$ cat config.mk
export PLATFORM = sky130hd
export DESIGN_NAME = writeback_regfile
export DESIGN_NICKNAME = d
export VERILOG_FILES = /design/src/rtl/writeback_regfile.sv
export SDC_FILE = /design/constraint.sdc
export NUM_CORES = 1
export LEC_CHECK = 0
export CORE_MARGIN = 2
export CORE_UTILIZATION = 50
export DETAILED_ROUTE_END_ITERATION = 10
export PLACE_DENSITY = 0.76
export SYNTH_ARGS = -nofsm -noshare
export SYNTH_HDL_FRONTEND = slang
export SYNTH_SLANG_ARGS = --single-unit
$ cat constraint.sdc
create_clock -name clock -period 3.49 [get_ports clock]
set_input_delay 0.349 -clock clock [delete_from_list [all_inputs] [get_ports clock]]
set_output_delay 0.349 -clock clock [all_outputs]
set_load 0.05 [all_outputs]
$ cat src/rtl/writeback_regfile.sv
`default_nettype none
// +----------------------------------------------------------------------------+
// | Module      : writeback_regfile                                            |
// | Description : Write-back stage and 16x20-bit architectural register file   |
// |               for the 20-bit pipeline. Selects the write-back value by     |
// |               opcode, commits it, serves two combinational read ports and  |
// |               counts retired valid instructions.                           |
// |               Optional feature macro: WB_BYPASS_EN (write-through bypass   |
// |               of the value being written onto the read ports).             |
// | Revision    : 1.0 - initial release                                        |
// +----------------------------------------------------------------------------+
module writeback_regfile #(
  parameter int DATA_W    = 20,
  parameter int REG_COUNT = 16,
  parameter int CNT_W     = 16
) (
  input  logic                         clock,
  input  logic                         reset,
  input  logic [DATA_W-1:0]            instruction,
  input  logic                         instr_valid,
  input  logic [DATA_W-1:0]            aluRESULTout,
  input  logic [DATA_W-1:0]            memory_read_data_out,
  input  logic [$clog2(REG_COUNT)-1:0] read_reg_a,
  input  logic [$clog2(REG_COUNT)-1:0] read_reg_b,
  output logic [DATA_W-1:0]            read_data_a,
  output logic [DATA_W-1:0]            read_data_b,
  output logic                         wb_write,
  output logic [$clog2(REG_COUNT)-1:0] wb_reg,
  output logic [DATA_W-1:0]            wb_data,
  output logic [CNT_W-1:0]             retired_count
);

  localparam int          c_IDX_W   = $clog2(REG_COUNT);
  localparam logic [3:0]  c_OP_LOAD = 4'h0;

  logic [3:0]         w_opcode;
  logic [c_IDX_W-1:0] w_rd;
  logic               w_writes_class;
  logic [DATA_W-1:0]  w_wb_value;
  logic [DATA_W-1:0]  w_stored_a;
  logic [DATA_W-1:0]  w_stored_b;
  logic               w_unused_bits;

  logic [DATA_W-1:0]  r_regs [REG_COUNT];
  logic [CNT_W-1:0]   r_retired;

  assign w_opcode      = instruction[DATA_W-1 -: 4];
  assign w_rd          = instruction[DATA_W-5 -: c_IDX_W];
  // Remaining instruction bits (source fields, immediates) are consumed upstream.
  assign w_unused_bits = ^instruction[DATA_W-5-c_IDX_W:0];

  // Opcode class decode: LOAD and the ALU group (2..7) write, everything else does not.
  always_comb begin
    w_writes_class = 1'b0;
    case (w_opcode)
      4'h0, 4'h2, 4'h3, 4'h4, 4'h5, 4'h6, 4'h7: w_writes_class = 1'b1;
      default:                                   w_writes_class = 1'b0;
    endcase
  end

  // Write-back value mux: loads take memory data, all other opcodes take the ALU result.
  always_comb begin
    w_wb_value = aluRESULTout;
    if (w_opcode == c_OP_LOAD) begin
      w_wb_value = memory_read_data_out;
    end
  end

  assign wb_write = instr_valid & w_writes_class & (w_rd != '0);
  assign wb_reg   = w_rd;
  assign wb_data  = w_wb_value;

  // Register file commit; reset clears every entry and wins over a same-cycle write.
  always_ff @(posedge clock) begin
    if (reset) begin
      for (int i = 0; i < REG_COUNT; i++) begin
        r_regs[i] <= '0;
      end
    end else if (wb_write) begin
      r_regs[w_rd] <= wb_data;
    end
  end

  // Retired-instruction counter: every valid slot retires, writing or not; wraps naturally.
  always_ff @(posedge clock) begin
    if (reset) begin
      r_retired <= '0;
    end else if (instr_valid) begin
      r_retired <= r_retired + {{(CNT_W-1){1'b0}}, 1'b1};
    end
  end

  assign retired_count = r_retired;

  // Stored-value read: index 0 is hard-wired to zero regardless of array contents.
  always_comb begin
    w_stored_a = (read_reg_a == '0) ? '0 : r_regs[read_reg_a];
    w_stored_b = (read_reg_b == '0) ? '0 : r_regs[read_reg_b];
  end

`ifdef WB_BYPASS_EN
  // Write-through: a read of the register being written sees the new value this cycle.
  // wb_write already excludes index 0, so R0 still reads zero.
  always_comb begin
    read_data_a = w_stored_a;
    read_data_b = w_stored_b;
    if (wb_write && (read_reg_a == wb_reg)) begin
      read_data_a = wb_data;
    end
    if (wb_write && (read_reg_b == wb_reg)) begin
      read_data_b = wb_data;
    end
  end
`else
  // No bypass: the new value becomes visible the cycle after the committing edge.
  always_comb begin
    read_data_a = w_stored_a;
    read_data_b = w_stored_b;
  end
`endif

endmodule
`default_nettype wire

==> results.py <==
metrics = {
    "yosys": {
        "ys_seq_elements": 316,
        "ys_warn_count": 0,
        "synth_top_cell_area_share_pct": 55.0,
        "synth.avg_cell_area_sq_um": 13.5,
        "synth_edf_count": 300,
        "synth_top_area_cell": "edfxtp_1",
        "synth-seq-area-share_pct": 56.9,
        "syn_nets": 1285,
        "async_flop_share_pct": 0,
        "synthFlopType": "edfxtp_1",
        "synth_cell_types": 41,
        "syn_area_sq_um": 16400,
        "synth_cells": 1213,
        "yosys-top-cells-area": "edfxtp_1, mux4_2, nor2_1, mux2_2, mux2i_1",
    },
    "detailed_routing": {
        "drt-total-wl_mm": 50.8,
        "drc": 0,
        "ant_nets": 0,
        "wl_met3_mm": 6.67,
        "vias_per_cell": 6.66,
        "highest_layer": "met4",
        "met2_length_mm": 23.7,
        "drt_pass1_iterations": 5,
        "drt-initial-drc-count": 1864,
        "vias": 12100,
        "wl_met1_mm": 18.1,
        "wl_per_cell_microns": 28.0,
    },
    "cells_and_area": {
        "fill_cells": 2410,
        "layout_common_cells": "nor2_1, edfxtp_1, mux4_2",
        "drive_above_1_share_pct": 26.5,
        "final_common_cell": "nor2_1",
        "area_growth_pct": 21.3,
        "antenna_cells": 0,
        "final-seq-area_sq_um": 9330,
        "multi_input_area_sq_um": 6380,
        "nets": 1421,
    },
    "die": {
        "die_h_microns": 185,
        "num_rows": 66,
        "die_width_microns": 185,
        "start_util_pct": 50.6,
        "design.portCount": 152,
        "die-area_sq_um": 34200,
        "core_sq_um": 32400,
    },
    "power_and_ir_drop": {
        "swShare_pct": 26.1,
        "p_int_mw": 7.10,
        "p_clk_share_pct": 35.9,
        "power.total_mw": 9.60,
        "p_per_area_nw_per_um2": 483,
        "p_comb_share_pct": 17.7,
        "p_leak_nw": 7.11,
        "p_seq_share_pct": 46.4,
        "ir_drop_mv": 0.268,
        "switchingPower_mw": 2.50,
    },
    "worst_setup_path": {
        "crit_type": "in2out",
        "cp-start-kind": "primary input",
        "rrSetupSlack_ns": 1.81,
        "critPathArrivalTime_ns": 2.54,
        "r2r-end": "retired_count[13]$_SDFFE_PP0P_",
        "crit_path_max_incr_delay_ns": 0.63,
        "required_ns": 3.14,
        "crit_slowest_cell": "buf_4",
        "r2r_cells": 4,
        "worstPathMaxFanout": 53,
        "path_buf_inv": 3,
        "reg2reg_from": "retired_count[2]$_SDFFE_PP0P_",
        "crit_top_cell": "buf_4",
        "critPathTopFamily": "buffers and inverters",
        "cp-end-kind": "output pin",
        "path_cells": "buf_4 > buf_4 > mux2_2 > a221oi_1 > nor3_1 > a221o_1 > buf_12",
    },
    "global_routing": {
        "grt_pass1_wl_mm": 74.6,
        "grt_pass1_vias": 12000,
        "grt_overflow_total": 0,
        "grt_max_degree": 54,
        "antenna_found_initial": 0,
        "grtUsageTotal_pct": 30.2,
    },
    "clock_network": {
        "numClockSinks": 316,
        "cts_setup_buffers": 0,
        "numCtsBuffers": 34,
        "cts.repair.resized": 0,
        "cts_hold_buf": 0,
        "cts-root-buf": "clkbuf_16",
        "insertion_delay_ns": 0.51,
        "cts_tree": "built",
        "clk_path_buf_depth": 3,
        "clkTransAtPathRegs_ns": 0.06,
        "h-tree-depth": 2,
    },
    "min_path": {
        "whs_path_depth": 2,
        "worstHoldEndpoint": "retired_count[10]$_SDFFE_PP0P_",
        "hold_start": "retired_count[10]$_SDFFE_PP0P_",
        "hp-class": "reg2reg",
    },
    "timing": {
        "tightest_slew_ns": 0.864,
        "slew_viol_final": 0,
        "final.period_utilization_pct": 82.8,
        "clock-skew-final_ns": 0.0116,
        "hold_viol_final": 0,
        "slew_headroom_pct": 42.4,
        "setup-violations-final": 0,
        "fmax_mhz": 346,
        "setup_tns_ns": 0,
        "rsz0062_at_grt": "no",
        "period_needed_ns": 2.89,
    },
    "place": {
        "gp_congestion": 0.833,
        "portBuffers": 139,
        "dp_hpwl_mm": 31.0,
    },
    "run": {
        "drv_cap": 0,
    },
    "outcome": {
        "status": "finished clean",
    },
}
state kept, by name, indices dropped and copies added, names as in the netlist:
| register | cells |
|---|---|
| r_regs | 300 |
| retired_count | 16 |
how the worst max path moves through the flow:
stage,end,start,depth (start not counted),slack [ns]
6_report,read_data_a[10],read_reg_a[1],7,0.60
5_1_grt,read_data_a[10],read_reg_a[1],7,0.53
4_1_cts,read_data_b[0],read_reg_b[0],6,0.60
3_5_place_dp,read_data_b[0],read_reg_b[0],6,0.61
2_1_floorplan,read_data_b[18],read_reg_b[1],5,0.58
3_3_place_gp,read_data_b[19],read_reg_b[0],6,0.66
metal layers:
metal | vias to the layer above | track usage, %
met5 | - | 0
met4 | 0 | 13.7
met3 | 170 | 6.86
met2 | 1049 | 47.2
met1 | 6013 | 40.9
li1 | 4862 | -
stage by stage:
stage	util [%]	worst slack [ns]	hold WS, ns	std cells	cell area (sq um)
floorplan	-	0.579	0.666	1213	16400
global placement	58.1	0.656	0.507	1755	18800
detailed placement	58.1	0.610	0.530	1755	18800
CTS	61.4	0.596	0.551	1815	19900
global route	61.4	0.528	0.587	1815	19900
finish	61.4	0.602	0.545	1815	19900
cell usage after synthesis (17+ instances only):
| master | n |
|---|---|
| nor2_1 | 316 |
| edfxtp_1 | 300 |
| mux4_2 | 118 |
| clkbuf_1 | 59 |
| mux2i_1 | 45 |
| buf_2 | 43 |
| mux2_2 | 42 |
| a221o_1 | 37 |
| nor2b_1 | 24 |
| a21oi_1 | 23 |
| nor3_1 | 22 |
| inv_1 | 21 |
| o21ai_0 | 21 |
| a221oi_1 | 19 |
| nand2b_1 | 17 |
cell families after synthesis:
group           count (synthesis)  synth area share [%]
flops                         316                  56.9
xor+xnor                       11                 0.588
simple gates                  429                  11.3
buf+inv                       146                  4.20
mux                           207                  22.2
fa+ha+maj                       1                0.0763
compound gates                103                  4.76
worst register-to-register path, delay by kind of cell, from the launching register on:
kind / cells / cell delay (ns)
and+or+nand+nor: 3 / 0.87
DFF: 1 / 0.41
muxes: 1 / 0.29
layout make-up:
cell class | instances | area share (%)
Clock buffer | 47 | 4.85
Clock inverter | 13 | 0.479
Sequential cell | 316 | 46.9
Tap cell | 442 | 2.78
Multi-Input combinational cell | 751 | 32.1
Inverter | 21 | 0.397
Timing Repair Buffer | 225 | 12.4
power groups by stage:
stage / sequential [mW] / combinational (mW) / clock (mW)
floorplan: 4.49 / 0.987 / 0
global placement: 4.51 / 1.66 / 0
detailed placement: 4.52 / 1.68 / 0
CTS: 4.45 / 1.69 / 3.45
global route: 4.47 / 1.76 / 3.61
finish: 4.46 / 1.70 / 3.45
Note: power is estimated with default switching activity, not from simulation.
